--- src/rtl/lock_code_programmer.sv ---
// Code-enrollment FSM: authenticate with the stored code, enter a new code, confirm it.
// Repeated failures trigger a buzzer lockout; all outputs come from registered state.
module lock_code_programmer #(
    parameter logic [7:0]  DEFAULT_CODE   = 8'b00110011,
    parameter int unsigned MAX_FAILS      = 3,
    parameter int unsigned LOCKOUT_CYCLES = 16
) (
    input  logic       clock,
    input  logic       clear,
    input  logic       program_en,
    input  logic [2:1] bn,
    output logic [7:0] code_out,
    output logic [1:0] counter,
    output logic [3:0] state,
    output logic       busy,
    output logic       LED_right,
    output logic       LED_wrong,
    output logic       Buzzer
);
    localparam int unsigned LW = (LOCKOUT_CYCLES > 1) ? $clog2(LOCKOUT_CYCLES) : 1;

    typedef enum logic [3:0] {
        S_IDLE    = 4'd0,
        S_AUTH    = 4'd1,
        S_NEW     = 4'd2,
        S_CONFIRM = 4'd3,
        S_DONE    = 4'd4,
        S_FAIL    = 4'd5,
        S_LOCKOUT = 4'd6
    } state_t;

    state_t          state_q, state_d;
    logic [7:0]      code_q, code_d;
    logic [7:0]      new_q, new_d;
    logic [5:0]      shift_q, shift_d;
    logic [1:0]      cnt_q, cnt_d;
    logic [2:0]      fails_q, fails_d;
    logic [LW-1:0]   lock_q, lock_d;
    logic [7:0]      value;

    // Complete phase value including the digit on the current edge.
    assign value = {shift_q, bn};

    always_ff @(posedge clock) begin
        if (clear) begin
            state_q <= S_IDLE;
            code_q  <= DEFAULT_CODE;
            new_q   <= '0;
            shift_q <= '0;
            cnt_q   <= '0;
            fails_q <= '0;
            lock_q  <= '0;
        end else begin
            state_q <= state_d;
            code_q  <= code_d;
            new_q   <= new_d;
            shift_q <= shift_d;
            cnt_q   <= cnt_d;
            fails_q <= fails_d;
            lock_q  <= lock_d;
        end
    end

    always_comb begin
        state_d = state_q;
        code_d  = code_q;
        new_d   = new_q;
        shift_d = shift_q;
        cnt_d   = cnt_q;
        fails_d = fails_q;
        lock_d  = lock_q;
        case (state_q)
            S_IDLE: begin
                cnt_d = '0;
                if (program_en) state_d = S_AUTH;
            end
            S_AUTH, S_NEW, S_CONFIRM: begin
                if (!program_en) begin
                    state_d = S_IDLE;
                    cnt_d   = '0;
                end else begin
                    shift_d = value[5:0];
                    cnt_d   = cnt_q + 2'd1;
                    if (cnt_q == 2'd3) begin
                        case (state_q)
                            S_AUTH:  state_d = (value == code_q) ? S_NEW : S_FAIL;
                            S_NEW: begin
                                new_d   = value;
                                state_d = S_CONFIRM;
                            end
                            default: begin
                                if (value == new_q) begin
                                    state_d = S_DONE;
                                    code_d  = new_q;
                                end else begin
                                    state_d = S_FAIL;
                                end
                            end
                        endcase
                    end
                end
            end
            S_DONE: begin
                fails_d = '0;
                state_d = S_IDLE;
            end
            S_FAIL: begin
                if (fails_q + 3'd1 == 3'(MAX_FAILS)) begin
                    fails_d = '0;
                    lock_d  = '0;
                    state_d = S_LOCKOUT;
                end else begin
                    fails_d = fails_q + 3'd1;
                    state_d = S_IDLE;
                end
            end
            S_LOCKOUT: begin
                if (lock_q == LW'(LOCKOUT_CYCLES - 1)) state_d = S_IDLE;
                else lock_d = lock_q + 1'b1;
            end
            default: state_d = S_IDLE;
        endcase
    end

    assign code_out  = code_q;
    assign counter   = cnt_q;
    assign state     = state_q;
    assign busy      = (state_q != S_IDLE);
    assign LED_right = (state_q == S_DONE);
    assign LED_wrong = (state_q == S_FAIL);
    assign Buzzer    = (state_q == S_LOCKOUT);
endmodule

--- config.mk ---
export PLATFORM = sky130hd
export DESIGN_NAME = lock_code_programmer
export DESIGN_NICKNAME = d
export VERILOG_FILES = /design/src/rtl/lock_code_programmer.sv
export SDC_FILE = /design/constraint.sdc
export NUM_CORES = 1
export LEC_CHECK = 0
export BUFFER_PORTS_ARGS = -buffer_cell sky130_fd_sc_hd__buf_4
export CORE_MARGIN = 2
export CORE_UTILIZATION = 30
export CTS_BUF_LIST = sky130_fd_sc_hd__clkbuf_4
export CTS_CLUSTER_SIZE = 24
export DETAILED_ROUTE_END_ITERATION = 7
export PLACE_DENSITY_LB_ADDON = 0.3
export SYNTH_ARGS = -nofsm -noshare
export SYNTH_HDL_FRONTEND = slang
export SYNTH_SLANG_ARGS = --single-unit
--- constraint.sdc ---
create_clock -name clock -period 2.1 [get_ports clock]
set_input_delay 0.21 -clock clock [delete_from_list [all_inputs] [get_ports clock]]
set_output_delay 0.21 -clock clock [all_outputs]
set_load 0.05 [all_outputs]
==> flow_summary.yaml <==
floorplanning:
  ioPinCount: 23
  initial_core_util_pct: 31.6
  placementRows: 27
  core_area_sq_mm: 0.00561
  fp.dieW_um: 80.8
  die_area_sq_mm: 0.00653
  die_height_um: 80.8
worst_setup_path:
  crit_fanout: 8
  crit_path_end_kind: "flip-flop"
  path_class: "flip-flop to flip-flop"
  r2r_setup_slack_ns: 0.25
  critical_path_arrival_ns: 2.08
  reg2reg_from: "counter[0]"
  r2r_end: "code_out[0]"
  crit_required_ns: 2.34
  startpoint_type: "flip-flop"
  rr_worst_depth: 5
global_route:
  grt_pass1_vias: 1366
  grt_usage_pct: 13.6
  antenna_found_initial: 0
  gr-total-overflow: 0
  grt_pass1_wl_um: 6770
  grt_max_degree: 27
clocking:
  clockBufferDepth: 2
  postCtsSetupBuffers: 0
  cts_hold_buf: 0
  cts_max_level: 2
  numCtsBuffers: 5
  path_clk_slew_ns: 0.12
  cts_resized: 0
  clock_sinks: 34
  insertion_delay_ns: 0.35
  root_buffer: "clkbuf_4"
  cts_tree: "done"
placed_design:
  gp_congestion: 0.776
  port_buffers: 21
  place_hpwl_um: 2860
  pre_cts_slack_ns: 0.304
pwr:
  vdd_ir_drop_max_v: 0.000432
  p_leak_uw: 0.000789
  power_uw: 1360
  powerDensity_mw_per_mm2: 653
routing:
  drc: 0
  ant_nets: 0
  drt-initial-drc-count: 164
  routed_wl_um: 4140
  vias_per_cell: 5.18
  wl_per_cell_um: 14.1
  drtPass1Iterations: 4
  vias: 1518
sta:
  timing.final.crit_share_pct: 87.9
  fin_worst_skew_ns: 0.00690
  slew_viol_final: 0
  setup_violations: 0
  finalHoldViolCount: 0
  setup_slack_ns: 0.255
  rsz0062_at_grt: "false"
  setup_tns_ns: 0
  max_freq_ghz: 0.542
  fin_crit_ns: 1.85
logic_synthesis:
  synth_top_area_cell: "dfxtp_1"
  yosysTopAreaCellShare_pct: 38.4
  synthCells: 200
  syn_area_per_cell_sq_um: 8.85
  synth-edff-count: 0
  ys_seq_elements: 34
  synth_warnings: 0
  synthTopCellsByArea: "dfxtp_1, xnor2_1, mux2i_1"
  syn_area_sq_mm: 0.00177
  synth_cell_types: 47
  synthFlopType: "dfxtp_1"
  syn_nets: 209
  ys_seq_area_share_pct: 38.4
  synthArstFlopShare_pct: 0
hold_path:
  whs_path_depth: 3
  hold_path_startpoint: "bn[1]"
  hold_path.class: "input pin to flip-flop"
  min_to: "shift_q[0]"
run_status:
  outcome: "finished, final reports clean"
job:
  max_cap_violations: 0
final_layout:
  areaGrowthSynthToFinish_pct: 17.8
  n_antenna_cell: 0
  fin_nets: 229
  drive_gt1_share_pct: 18.1
==> layer usage <==
layer  track usage [%]  up-vias  wire (um)
li1                  -      767          -
met4              6.10        0         63
met5                 0        -          0
met1              18.1      701       2040
met2              20.1       46       1880
met3              4.22        4        154
==> synthesized netlist by cell type, drive strengths merged, types with 2 or more instances <==
library cell,n
a21oi,15
nor4,5
buf,6
ha,4
nor3b,2
nor2b,3
nor3,4
o31ai,4
and3b,2
and2,2
mux2i,9
inv,4
clkbuf,6
or3,2
nand3,8
nand2,14
o21ai,15
dfxtp,34
and4,2
nor2,14
xnor2,18
a31oi,5
nand4,7
==> sequential cells by signal (all words and copies together), names as in the netlist <==
register,cells
code_out,8
counter,2
fails_q,3
lock_q,4
new_q,8
shift_q,6
state,3
==> worst max path at each step <==
stage | end | startpoint | slack, ns
floorplan | LED_right | state[2] | 0.15
global placement | lock_q[2] | state[2] | 0.36
detailed placement | code_out[0] | counter[0] | 0.30
CTS | code_out[0] | counter[0] | 0.28
global route | code_out[4] | counter[0] | 0.09
finish | code_out[0] | counter[0] | 0.25
==> through the flow <==
step                      instance area [sq um]  util, %  cells  hold WS [ns]
after floorplan                            1770        -    200         0.346
after global placement                     1980     35.3    285         0.470
after detailed placement                   1980     35.3    285         0.476
after CTS                                  2090     37.2    293         0.119
after global routing                       2090     37.2    293         0.115
final                                      2090     37.2    293         0.132
==> power by group <==
group,total (uW),internal [uW],switching [uW]
Clock,622,372,249
Sequential,653,648,4.87
Combinational,87.4,28.2,59.3
==> cells by family after synthesis <==
family,synth area share [%]
AOI/OAI and AO/OA,17.6
xor gates and xnor gates,9.33
adders and majority gates,2.83
buffers and inverters,4.73
DFF,38.4
muxes,5.09
other,0.212
and+or+nand+nor,21.8
==> layout by cell type, fill, tap and decap left out, types with 2 or more instances in the layout <==
master,n
nor2b_1,3
bufinv_16,2
mux2i_1,9
nand4_1,7
nor3b_1,2
a21oi_1,15
nand2_1,14
nand3_1,8
nor2_1,14
inv_1,4
a31oi_1,4
xnor2_1,17
nor4_1,5
clkbuf_4,5
ha_1,4
buf_4,25
nor3_1,4
o21ai_0,15
dfxtp_1,34
o31ai_1,4
==> layout make-up <==
type | count | area [sq um]
Fill cell | 595 | 3520
Timing Repair Buffer | 25 | 188
Sequential cell | 34 | 681
Multi-Input combinational cell | 150 | 1010
Inverter | 4 | 15.0
Tap cell | 72 | 90.1
Clock buffer | 5 | 37.5
Clock inverter | 3 | 68.8
==> worst max-delay path, stage by stage (launching register included) <==
cell and delay [ns]:
dfxtp_1 0.40, ha_1 0.22, and2_0 0.28, nand4_1 0.39
nor4_1 0.33, o21ai_0 0.13
Note: power is estimated with default switching activity, not from simulation.
